**src/rtl/pc_fetch_ctrl.sv**
```systemverilog
// pc_fetch_ctrl: owns the program counter and picks the next fetch PC.
// Each cycle the next PC is one of: sequential +4, a branch/jump
// redirect, a stall hold, or a frozen PC while a halt drains.
// The block also drives the IF/ID and ID/EX squash strobes and a
// fetch-valid qualifier for the IF/ID register.
module pc_fetch_ctrl #(
  parameter int unsigned          PC_W      = 9,
  parameter logic [PC_W-1:0]      RESET_PC  = '0,
  parameter int unsigned          DRAIN_CYC = 3
) (
  input  logic            clk,
  input  logic            rst_n,
  input  logic            PcSel,
  input  logic [31:0]     BrPC,
  input  logic            stall,
  input  logic            halt_req,
  output logic [PC_W-1:0] pc,
  output logic            fetch_valid,
  output logic            flush_if_id,
  output logic            flush_id_ex,
  output logic            halted,
  output logic            misalign_err,
  output logic [15:0]     redirect_cnt
);

  // The drain counter counts down from DRAIN_CYC-1 to 0.
  localparam int unsigned    CNT_W      = (DRAIN_CYC > 1) ? $clog2(DRAIN_CYC) : 1;
  localparam logic [CNT_W-1:0] DRAIN_LOAD = CNT_W'(DRAIN_CYC - 1);
  localparam logic [PC_W-1:0]  PC_STEP    = PC_W'(4);
  localparam logic [15:0]      CNT_MAX    = 16'hFFFF;

  typedef enum logic [1:0] {
    RUN   = 2'd0,
    DRAIN = 2'd1,
    HALT  = 2'd2
  } state_t;

  state_t           state;
  logic [CNT_W-1:0] drain_cnt;

  logic             redir;
  logic             bad;
  logic             good;
  logic [PC_W-1:0]  target;
  logic [PC_W-1:0]  pc_seq;
  logic [15:0]      cnt_inc;

  // Target bits above the PC width carry no meaning for this core.
  logic             br_hi_unused;
  assign br_hi_unused = ^BrPC[31:PC_W];

  // Redirect qualification: HALT ignores the branch unit entirely.
  assign redir   = PcSel & (state != HALT);
  assign bad     = redir & (BrPC[1:0] != 2'b00);
  assign good    = redir & ~bad;
  assign target  = BrPC[PC_W-1:0];
  assign pc_seq  = pc + PC_STEP;
  assign cnt_inc = (redirect_cnt == CNT_MAX) ? redirect_cnt : redirect_cnt + 16'd1;

  // Squash strobes fire in the redirect cycle so the younger
  // instructions are dropped at the same edge the PC moves.
  assign flush_if_id = rst_n & good;
  assign flush_id_ex = rst_n & good;

  // A fetched word is only usable while running and not held by a hazard.
  assign fetch_valid = rst_n & (state == RUN) & ~stall;

  // PC, state, drain counter and sticky status registers.
  always_ff @(posedge clk or negedge rst_n) begin
    if (!rst_n) begin
      state        <= RUN;
      pc           <= RESET_PC;
      drain_cnt    <= '0;
      halted       <= 1'b0;
      misalign_err <= 1'b0;
      redirect_cnt <= '0;
    end else begin
      unique case (state)
        RUN: begin
          if (good) begin
            pc           <= target;
            redirect_cnt <= cnt_inc;
          end else if (bad) begin
            misalign_err <= 1'b1;
            halted       <= 1'b1;
            state        <= HALT;
          end else if (halt_req) begin
            drain_cnt    <= DRAIN_LOAD;
            state        <= DRAIN;
          end else if (!stall) begin
            pc           <= pc_seq;
          end
        end

        DRAIN: begin
          if (good) begin
            // An older branch resolved taken, so the halt was speculative.
            pc           <= target;
            redirect_cnt <= cnt_inc;
            drain_cnt    <= '0;
            state        <= RUN;
          end else if (bad) begin
            misalign_err <= 1'b1;
            halted       <= 1'b1;
            state        <= HALT;
          end else if (drain_cnt == '0) begin
            halted       <= 1'b1;
            state        <= HALT;
          end else begin
            drain_cnt    <= drain_cnt - CNT_W'(1);
          end
        end

        HALT: begin
          halted <= 1'b1;
        end

        default: begin
          state <= HALT;
        end
      endcase
    end
  end

endmodule

```
**config.mk**
```make
export PLATFORM = sky130hd
export DESIGN_NAME = pc_fetch_ctrl
export DESIGN_NICKNAME = d
export VERILOG_FILES = /design/src/rtl/pc_fetch_ctrl.sv
export SDC_FILE = /design/constraint.sdc
export NUM_CORES = 1
export LEC_CHECK = 0
export BUFFER_PORTS_ARGS = -buffer_cell sky130_fd_sc_hd__buf_2
export CAP_MARGIN = 40
export CORE_ASPECT_RATIO = 0.75
export CORE_MARGIN = 2
export CORE_UTILIZATION = 43
export CTS_CLUSTER_SIZE = 20
export DETAILED_ROUTE_END_ITERATION = 10
export PLACE_DENSITY = 0.76
export SYNTH_ARGS = -nofsm -noshare
export SYNTH_HDL_FRONTEND = slang
export SYNTH_SLANG_ARGS = --single-unit
```
**constraint.sdc**
```tcl
create_clock -name clk -period 1.68 [get_ports clk]
set_input_delay 0.084 -clock clk [delete_from_list [all_inputs] [get_ports clk]]
set_output_delay 0.084 -clock clk [all_outputs]
set_load 0.05 [all_outputs]
```
* Word level (Yosys, flattened, before mapping)
Cells that the tools add are included.
** Operators by class
- $add $sub $neg :: 3
- Equality and inequality tests :: 18
- Mux-type cells :: 26
- Bitwise logic cells :: 11
- Reductions and logical operators :: 12
** Operators by type and width (count)
- $mux W9 :: 5
- $mux W2 :: 12
- $ne A3 B3 Y1 const B :: 7
- $pmux W9 S2 :: 1
- $add A16 B1 Y16 const B :: 1
- $eq A16 B16 Y1 const B :: 1
- $ne A2 B2 Y1 const B :: 7
- $reduce_and A5 Y1 :: 2
- $add A9 B3 Y9 const B :: 1
- $and A1 B1 Y1 :: 6
- $pmux W2 S3 :: 1
- $reduce_and A3 Y1 :: 2
- $reduce_and A6 Y1 :: 1
- $mux W1 :: 5
- $not A1 Y1 :: 5
- $logic_not A2 Y1 :: 2
- $ne A4 B4 Y1 const B :: 1
- $pmux W2 S2 :: 1
- $reduce_and A4 Y1 :: 1
- $reduce_bool A2 Y1 :: 2
- $pmux W1 S3 :: 1
- $reduce_bool A3 Y1 :: 1
- $eq A2 B1 Y1 const B :: 1
- $eq A2 B2 Y1 const B :: 1
- 2 further kinds :: 2
** Storage, ports and cells
- Flip-flop bits (word level) :: 31
- Input port bits :: 37
- Output and inout bits :: 30
- Logic and storage cells :: 76

* Longest topological paths before layout
Gate-level depths: netlist of the first run.
- Depth after elaboration :: 7
- Depth in mapped cells :: 6

* Worst setup path after synthesis of the first run
Ideal clock, no wire load.
- Path kind :: register to output
- From :: reg state[0]
- To :: out fetch_valid
- Arrival :: 2081 ps
- Setup slack :: -485 ps
- Stages on the path, launching flop included :: 2
- Cell sequence :: dfrtp_1 > nor4b_1
** Between the ends
- Longest elaborated chain between the ends :: 3
** RTL lines
- start, declared :: RTL line 38 : state_t state;
- start signal, assigned :: RTL line 71 : state <= RUN;
- start signal, assigned :: RTL line 86 : state <= HALT;
- start signal, assigned :: RTL line 89 : state <= DRAIN;
- $logic_not A2 Y1 :: RTL line 66 : assign fetch_valid = rst_n & (state == RUN) & ~stall;
- $and A1 B1 Y1 (2 in series) :: RTL line 66
- end, declared :: RTL line 18 : output logic fetch_valid,
No other way between the ends.

* Final worst setup path of the first run
- From :: reg state[1]
- To :: reg redirect_cnt[14]
** Between the ends
- Longest elaborated chain between the ends :: 6
- Elaborated cells between the ends (all ways) :: 9
- Those cells by class :: eq/ne: 2; bitwise: 4; reduce/logical: 3
** RTL lines
- $ne A2 B2 Y1 :: RTL line 53 : assign redir = PcSel & (state != HALT);
- $and A1 B1 Y1 :: RTL line 53
- $and A1 B1 Y1 :: RTL line 54 : assign bad = redir & (BrPC[1:0] != 2'b00);
- $not A1 Y1 :: RTL line 55 : assign good = redir & ~bad;
- $and A1 B1 Y1 :: RTL line 55
- $reduce_and A3 Y1 (no source line) (*)
- end signal, assigned :: RTL line 82 : redirect_cnt <= cnt_inc;
- end signal, assigned :: RTL line 99 : redirect_cnt <= cnt_inc;
- end, declared :: RTL line 23 : output logic [15:0] redirect_cnt
Every way passes the cells marked *; elsewhere a longest branch is shown, timed or not.
A chain may end at the register's enable or synchronous reset.

==> impl_metrics.env, run 1 <==
export IMPL_drc=0
export IMPL_wl_met1_um=1890
export IMPL_die_w_um=75.0
export IMPL_vdd_drop_max_mv=0.388
export IMPL_fmax_ghz=0.576
export IMPL_dr_wl_met3_um=156
export IMPL_grt_usage_pct=19.2
export IMPL_ys_seq_area_share_pct=47.7
export IMPL_rows=19
export IMPL_yosys_cell_types_count=37
export IMPL_multi_input_area_um2=928
export IMPL_io_buffers=43
export IMPL_htree_levels=2
export IMPL_num_io_pins=67
export IMPL_fin_crit_ns=1.74
export IMPL_die_h_um=57.3
export IMPL_stdcell_count=281
export IMPL_r2r_start="state[1]"
export IMPL_fin_nets=268
export IMPL_dp_hpwl_um=2810
export IMPL_grt_pass1_wl_um=6200
export IMPL_worst_pin_slew_ns=0.417
export IMPL_layout_common_cells="buf_2, buf_4, dfrtp_1, xor2_1"
export IMPL_hold_path_end="pc[5]"
export IMPL_worstPathArrival_ns=1.93
export IMPL_cts_buffers=5
export IMPL_path_max_fanout=4
export IMPL_synth_warnings=0
export IMPL_syn_instance_count=156
export IMPL_status="finished, violations left"
export IMPL_cp_startpoint="state[1]"
export IMPL_layout_setup_ws_ns=-0.0575
export IMPL_cts_tree="built"
export IMPL_fin_crit_sh_pct=103
export IMPL_areaGrowthSynthToFinish_pct=43.4
export IMPL_drive_gt1_share_pct=49.8
export IMPL_regArea_um2=791
export IMPL_antenna_left=0
export IMPL_syn_nets=196
export IMPL_min_path_cells=2
export IMPL_nFillCells=310
export IMPL_fin_area_um2=2330
export IMPL_diodes=0
export IMPL_ys_ff_latch=31
export IMPL_max_slew_margin_pct=72.0
export IMPL_clock_latency_ns=0.28
export IMPL_setup_tns_ns=-0.0575
export IMPL_wl_per_cell_um=13.0
export IMPL_core_area_um2=3640
export IMPL_num_vias=1412
export IMPL_dr_wl_met2_um=1560
export IMPL_worstPathRequired_ns=1.87
export IMPL_powerDensity_nw_per_um2=652
export IMPL_clkTransAtPathRegs_ns=0.07
export IMPL_hold_violations=0
export IMPL_grt_ovfl_total=0
export IMPL_cp_buffers_inverters=0
export IMPL_gp_congestion=0.880
export IMPL_viasPerCell=5.02
export IMPL_placed_area_um2=2180
export IMPL_end_kind="flip-flop"
export IMPL_netlist_area_leader_share_pct=47.7
export IMPL_final_max_slew_viol_count=0
export IMPL_antenna_found_initial=0
export IMPL_violations="setup timing"
export IMPL_syn_area_per_cell_um2=10.4
export IMPL_start_util_pct=44.8
export IMPL_post_place_ws_ns=-0.0726
export IMPL_die_area_um2=4300
export IMPL_final_common_cell="buf_2"
export IMPL_reg2reg_to="redirect_cnt[14]"
export IMPL_clock_root_buffer="clkbuf_8"
export IMPL_synth_area_leaders="dfrtp_1, xor2_1, o21ai_0"
export IMPL_clockBufferDepth=2
export IMPL_setup_violations=1
export IMPL_fin_skew_ns=0.00780
export IMPL_rsz0062_at_grt="yes"
export IMPL_final_util_pct=64.2
export IMPL_drtIter0Drc=92
export IMPL_yosysTopAreaCell="dfrtp_1"
export IMPL_p_leak_nw=1.13
export IMPL_min_path_type="primary input to flip-flop"
export IMPL_cp_slowest_cell="or4b_4"
export IMPL_drtPass1Iterations=6
export IMPL_critical_path_max_stage_delay_ns=0.49
export IMPL_grt_pass1_vias=1302
export IMPL_max_cap_violations=0
export IMPL_worstPathCellList="or4b_4, or3_4, nor4b_4, xor2_1"
export IMPL_syn_area_um2=1630
export IMPL_top_layer_used="met4"
export IMPL_dp_cells=271
export IMPL_worstSetupPathType="flip-flop to flip-flop"
export IMPL_grt_max_degree=32
export IMPL_critPathLaunchType="flip-flop"
export IMPL_wirelength_um=3650
export IMPL_clock_sinks=31
export IMPL_min_delay_start="BrPC[5]"
export IMPL_reg2regPathDepth=4
export IMPL_crit_family="simple AND/OR/NAND/NOR gates"
export IMPL_reg2reg_setup_slack_ns=-0.06
-- how the worst max path moves through the flow --
| stage | to | cells past startpoint |
|---|---|---|
| 2_1_floorplan | redirect_cnt[9] | 4 |
| 3_3_place_gp | redirect_cnt[6] | 4 |
| 3_5_place_dp | redirect_cnt[14] | 4 |
| 4_1_cts | redirect_cnt[14] | 4 |
| 5_1_grt | redirect_cnt[11] | 6 |
| 6_report | redirect_cnt[14] | 4 |
-- routing by layer --
layer  vias to the layer above  track usage (%)
li1                        713                -
met1                       662             29.6
met2                        32             26.3
met3                         5             4.95
met4                         0             6.12
met5                         -                0
-- synthesized netlist by cell type --
master    count
dfrtp_1      31
xor2_1       15
nand2_1      12
o21ai_0      10
inv_1         7
nand4_1       7
nor3_1        7
nor4_1        7
nor2_1        6
nand3_1       5
a22oi_1       4
and3_1        4
mux2i_1       4
and2_1        3
ha_1          3
nor4b_1       3
a221o_1       2
buf_4         2
clkbuf_1      2
mux2_2        2
nand2b_1      2
nor3b_2       2
or2_2         2
a21o_1        1
a21oi_1       1
a22o_1        1
a31o_2        1
buf_2         1
maj3_1        1
nor3b_1       1
nor4b_4       1
o21a_1        1
o21ba_2       1
o32a_1        1
or3_4         1
or4_1         1
or4b_4        1
-- what timing repair did --
action / in CTS / in global routing
pin swaps: 1 / 0
hold buffers: 1 / 0
resized for setup: 4 / 3
setup buffers: 0 / 1
endpoints found under the setup margin: 5 / 16
endpoints found under the hold margin: 31 / 0
cloned: 0 / 0
-- cell families after synthesis --
logic type      after synthesis  synth area share [%]
xor+xnor                     15                  8.07
buf+inv                      12                  3.31
compound gates               23                  9.69
flops                        31                  47.7
simple gates                 65                  24.5
mux                           6                  3.84
fa+ha+maj                     4                  2.92
-- flip-flops by register name, indices dropped and copies added (netlist names) --
name and count:
pc 9, state 2, drain_cnt 2, redirect_cnt 16, misalign_err 1, halted 1
-- layout make-up --
| cell class | count | share of cell area (%) |
|---|---|---|
| flip-flops and latches | 31 | 33.9 |
| well taps | 52 | 2.79 |
| clock buffers | 8 | 4.29 |
| repair buffers | 70 | 18.2 |
| multi-input cells | 113 | 39.8 |
| inverters | 7 | 1.13 |
-- where the power goes --
part           leakage [nW]  switching [W]  internal [W]  total, W
registers             0.383      0.0000118      0.000758  0.000770
clock network        0.0515       0.000259      0.000373  0.000633
logic                 0.699      0.0000790     0.0000394  0.000118
-- per-stage QoR --
stage                     hold WS [ns]  power, W
after floorplan                 -0.212  0.000841
after global placement           0.209  0.000900
after detailed placement         0.203  0.000901
after CTS                       0.0449   0.00154
after global routing            0.0374   0.00158
final                           0.0486   0.00152
(Power assumes the default switching activity.)
==> inputs of run 2 (changes only) <==
==> constraint.sdc (replaced) <==
create_clock -name clk -period 1.5 [get_ports clk]
set_input_delay 0.075 -clock clk [delete_from_list [all_inputs] [get_ports clk]]
set_output_delay 0.075 -clock clk [all_outputs]
set_load 0.05 [all_outputs]
==> impl_metrics.env, run 2 (synthesized netlist as in run 1, its figures left out) <==
export IMPL_vdd_drop_max_mv=0.626
export IMPL_fin_skew_ns=0.00462
export IMPL_max_cap_violations=0
export IMPL_die_h_um=57.3
export IMPL_end_kind="flip-flop"
export IMPL_clockBufferDepth=2
export IMPL_layout_setup_ws_ns=-0.238
export IMPL_final_common_cell="buf_2"
export IMPL_setup_violations=17
export IMPL_status="finished, violations left"
export IMPL_cts_tree="built"
export IMPL_worstPathRequired_ns=1.72
export IMPL_cp_buffers_inverters=0
export IMPL_grt_pass1_wl_um=7080
export IMPL_grt_pass1_vias=1500
export IMPL_core_area_um2=3640
export IMPL_dr_wl_met2_um=2040
export IMPL_fin_crit_ns=1.74
export IMPL_cp_slowest_cell="or4b_4"
export IMPL_switchingPower_w=0.000421
export IMPL_drtIter0Drc=145
export IMPL_grt_ovfl_total=0
export IMPL_worst_pin_slew_ns=0.415
export IMPL_wl_per_cell_um=14.8
export IMPL_num_vias=1562
export IMPL_dp_cells=286
export IMPL_rows=19
export IMPL_worstSetupPathType="flip-flop to flip-flop"
export IMPL_largest_reg_flops=16
export IMPL_htree_levels=2
export IMPL_top_layer_used="met4"
export IMPL_final_util_pct=69.6
export IMPL_stdcell_count=297
export IMPL_layout_common_cells="buf_2, buf_4, dfrtp_1, xor2_1, dfrtp_2"
export IMPL_setup_tns_ns=-2.71
export IMPL_wirelength_um=4410
export IMPL_netSwitchingFraction_pct=24.1
export IMPL_drive_gt1_share_pct=58.0
export IMPL_power_share_clock_pct=41.9
export IMPL_path_max_fanout=4
export IMPL_min_path_type="primary input to flip-flop"
export IMPL_fin_crit_sh_pct=116
export IMPL_areaGrowthSynthToFinish_pct=55.5
export IMPL_critical_path_max_stage_delay_ns=0.50
export IMPL_io_buffers=43
export IMPL_p_leak_nw=1.22
export IMPL_dp_hpwl_um=2990
export IMPL_clock_sinks=31
export IMPL_intPower_w=0.00132
export IMPL_wl_met1_um=2090
export IMPL_die_w_um=75.0
export IMPL_clock_root_buffer="clkbuf_8"
export IMPL_gp_congestion=0.770
export IMPL_powerDensity_nw_per_um2=690
export IMPL_clock_latency_ns=0.29
export IMPL_grt_max_degree=29
export IMPL_cts_buffers=5
export IMPL_drtPass1Iterations=4
export IMPL_dr_wl_met3_um=205
export IMPL_fmax_ghz=0.576
export IMPL_max_slew_margin_pct=72.1
export IMPL_drc=0
export IMPL_post_place_ws_ns=-0.262
export IMPL_antenna_left=0
export IMPL_fin_nets=284
export IMPL_worstPathCellList="or4b_4, or3_4, nor4b_4, xor2_1"
export IMPL_viasPerCell=5.26
export IMPL_num_io_pins=67
export IMPL_worstPathArrival_ns=1.96
export IMPL_reg_top3="redirect_cnt (16), pc (9)"
export IMPL_rsz0062_at_grt="yes"
export IMPL_diodes=0
export IMPL_crit_family="simple AND/OR/NAND/NOR gates"
export IMPL_start_util_pct=44.8
export IMPL_die_area_um2=4300
export IMPL_antenna_found_initial=0
export IMPL_violations="setup timing"
export IMPL_largest_register="redirect_cnt"
export IMPL_grt_usage_pct=22.5
export IMPL_p_comb_share_pct=8.9
export IMPL_hold_violations=0
export IMPL_seqPwrFrac_pct=49.2
export IMPL_final_max_slew_viol_count=0
export IMPL_clkTransAtPathRegs_ns=0.06
export IMPL_critPathLaunchType="flip-flop"
run 2: what timing repair did:
action,in CTS,in global routing
pin swaps,7,6
hold buffers,1,0
setup endpoints to repair,23,26
gates cloned,0,0
buffers inserted,4,1
resized for setup,14,20
hold endpoints to repair,31,0
run 2: power by group through the flow:
stage / Clock, W / Sequential [W] / Combinational (W)
2_1_floorplan: 0 / 0.000920 / 0.0000225
3_3_place_gp: 0 / 0.000873 / 0.000149
3_5_place_dp: 0 / 0.000874 / 0.000149
4_1_cts: 0.000740 / 0.000858 / 0.000153
5_1_grt: 0.000787 / 0.000860 / 0.000167
6_report: 0.000732 / 0.000859 / 0.000155
run 2: through the flow:
step	instance area, um^2	hold slack (ns)	total power [W]
after detailed placement	2300	-0.0982	0.00102
final	2530	0.0151	0.00175
after CTS	2480	0.0155	0.00175
after floorplan	1760	-0.221	0.000942
after global placement	2300	-0.0954	0.00102
after global routing	2530	0.0147	0.00181
run 2: layout make-up:
cell class                      instances  area (um^2)
Multi-Input combinational cell        113          972
Inverter                                7         26.3
Tap cell                               52         65.1
Clock buffer                            8          100
Timing Repair Buffer                   86          574
Fill cell                             267         1110
Sequential cell                        31          793
run 2: per-layer routing:
layer	vias up	track usage, %
met4	0	9.18
met2	51	32.1
met1	760	31.0
li1	744	-
met5	-	0
met3	7	8.30
run 2: path summary, 6_finish.rpt:
| path | cells past startpoint | slack, ns | to | startpoint |
|---|---|---|---|---|
| max reg2reg | 4 | -0.24 | redirect_cnt[14] | state[1] |
| min reg2reg | 1 | 0.47 | misalign_err | misalign_err |
| min in group asynchronous | 2 | 0.14 | drain_cnt[1] | rst_n |
| max in group asynchronous | 3 | 0.77 | redirect_cnt[9] | rst_n |
| max | 4 | -0.24 | redirect_cnt[14] | state[1] |
| min | 2 | 0.02 | pc[5] | BrPC[5] |
==> inputs of run 3 (changes only) <==
--- a/config.mk
+++ b/config.mk
@@ -12,6 +12,7 @@
 export CORE_UTILIZATION = 43
 export CTS_CLUSTER_SIZE = 20
 export DETAILED_ROUTE_END_ITERATION = 10
+export MAX_ROUTING_LAYER = met4
 export PLACE_DENSITY = 0.76
 export SYNTH_ARGS = -nofsm -noshare
 export SYNTH_HDL_FRONTEND = slang
==> impl_metrics.env, run 3 (synthesized netlist as in run 1, its figures left out) <==
export IMPL_worstPathArrival_ns=1.96
export IMPL_fin_crit_sh_pct=116
export IMPL_violations="setup timing"
export IMPL_clkTransAtPathRegs_ns=0.06
export IMPL_grt_ovfl_total=0
export IMPL_start_util_pct=44.8
export IMPL_htree_levels=2
export IMPL_largest_reg_flops=16
export IMPL_critical_path_max_stage_delay_ns=0.50
export IMPL_status="finished, violations left"
export IMPL_regArea_um2=793
export IMPL_min_path_type="primary input to flip-flop"
export IMPL_drtPass1Iterations=4
export IMPL_cts_buffers=5
export IMPL_worstPathRequired_ns=1.72
export IMPL_p_leak_nw=1.22
export IMPL_largest_register="redirect_cnt"
export IMPL_dp_hpwl_um=2990
export IMPL_num_vias=1562
export IMPL_rsz0062_at_grt="yes"
export IMPL_worstSetupPathType="flip-flop to flip-flop"
export IMPL_r2r_start="state[1]"
export IMPL_crit_family="simple AND/OR/NAND/NOR gates"
export IMPL_reg2regPathDepth=4
export IMPL_setup_violations=17
export IMPL_die_area_um2=4300
export IMPL_fin_area_um2=2530
export IMPL_grt_usage_pct=23.2
export IMPL_vdd_drop_max_mv=0.626
export IMPL_reg2reg_setup_slack_ns=-0.24
export IMPL_io_buffers=43
export IMPL_reg2reg_to="redirect_cnt[14]"
export IMPL_path_max_fanout=4
export IMPL_worstPathCellList="or4b_4, or3_4, nor4b_4, xor2_1"
export IMPL_critPathLaunchType="flip-flop"
export IMPL_setup_tns_ns=-2.71
export IMPL_clock_latency_ns=0.29
export IMPL_viasPerCell=5.26
export IMPL_cp_startpoint="state[1]"
export IMPL_fmax_ghz=0.576
export IMPL_grt_max_degree=29
export IMPL_cp_slowest_cell="or4b_4"
export IMPL_drc=0
export IMPL_max_slew_margin_pct=72.2
export IMPL_fin_skew_ns=0.00462
export IMPL_final_util_pct=69.6
export IMPL_powerDensity_nw_per_um2=690
export IMPL_placed_area_um2=2300
export IMPL_core_area_um2=3640
export IMPL_timing_hold_ws_ns=0.0151
export IMPL_antenna_left=0
export IMPL_antenna_found_initial=0
export IMPL_grt_pass1_wl_um=7090
export IMPL_cp_endpoint="redirect_cnt[14]"
export IMPL_final_common_cell="buf_2"
export IMPL_max_cap_violations=0
export IMPL_end_kind="flip-flop"
export IMPL_crit_cells=4
export IMPL_final_max_slew_viol_count=0
export IMPL_rows=19
export IMPL_die_h_um=57.3
export IMPL_reg_top3="redirect_cnt (16), pc (9)"
export IMPL_nFillCells=267
export IMPL_clock_sinks=31
export IMPL_post_place_ws_ns=-0.262
export IMPL_areaGrowthSynthToFinish_pct=55.5
export IMPL_grt_pass1_vias=1499
export IMPL_cts_tree="built"
export IMPL_hold_violations=0
export IMPL_clockBufferDepth=2
export IMPL_wl_per_cell_um=14.8
export IMPL_multi_input_area_um2=972
export IMPL_die_w_um=75.0
export IMPL_worst_pin_slew_ns=0.414
export IMPL_num_io_pins=67
export IMPL_gp_congestion=0.780
export IMPL_wirelength_um=4400
export IMPL_drive_gt1_share_pct=58.0
export IMPL_fin_crit_ns=1.74
export IMPL_layout_setup_ws_ns=-0.238
export IMPL_layout_common_cells="buf_2, buf_4, dfrtp_1, xor2_1, dfrtp_2"
export IMPL_diodes=0
export IMPL_clock_root_buffer="clkbuf_8"
export IMPL_cp_buffers_inverters=0
export IMPL_drtIter0Drc=145
export IMPL_fin_nets=284
## run 3: cell counts in the layout (fill, tap and decap cells not counted)
No cell type changed its count.
## run 3: worst min path at each step
stage / start / to / slack, ns / depth (start not counted)
floorplan: rst_n / drain_cnt[0] / -0.22 / 0
global placement: rst_n / state[1] / -0.1 / 1
detailed placement: rst_n / state[1] / -0.1 / 1
CTS: BrPC[5] / pc[5] / 0.02 / 2
global route: BrPC[5] / pc[5] / 0.01 / 2
finish: BrPC[5] / pc[5] / 0.02 / 2
## run 3: power breakdown
part / internal [W] / switching [W] / total (W)
registers: 0.000849 / 0.00000979 / 0.000859
clock network: 0.000418 / 0.000314 / 0.000732
logic: 0.0000576 / 0.0000976 / 0.000155
total: 0.00132 / 0.000421 / 0.00175
## run 3: layout make-up
| class | instances | area share (%) |
|---|---|---|
| Tap cell | 52 | 2.57 |
| Inverter | 7 | 1.04 |
| Timing Repair Buffer | 86 | 22.7 |
| Clock buffer | 8 | 3.95 |
| Sequential cell | 31 | 31.3 |
| Multi-Input combinational cell | 113 | 38.4 |
## run 3: metal layers
metal	track usage [%]	vias to the layer above	part of all wire (%)
met4	9.18	0	1.4
met2	32.1	51	46
li1	-	744	-
met1	31.1	760	48
met5	-	-	0
met3	8.13	7	4.5
## run 3: what timing repair did
| action | CTS | global route |
|---|---|---|
| setup buffers | 4 | 1 |
| pin swaps | 7 | 6 |
| endpoints found under the hold margin | 31 | 0 |
| resized for setup | 14 | 20 |
| hold buffers | 1 | 0 |
| setup endpoints to repair | 23 | 26 |
## run 3: per-stage QoR
step	power, W	std cells
floorplan	0.000942	156
global placement	0.00102	286
detailed placement	0.00102	286
CTS	0.00175	297
global route	0.00181	297
finish	0.00175	297
## run 3: worst reg2reg max path, cell delays in order, from the launching register on
cell	delay, ns
dfrtp_1	0.38
or4b_4	0.50
or3_4	0.39
nor4b_4	0.23
xor2_1	0.16
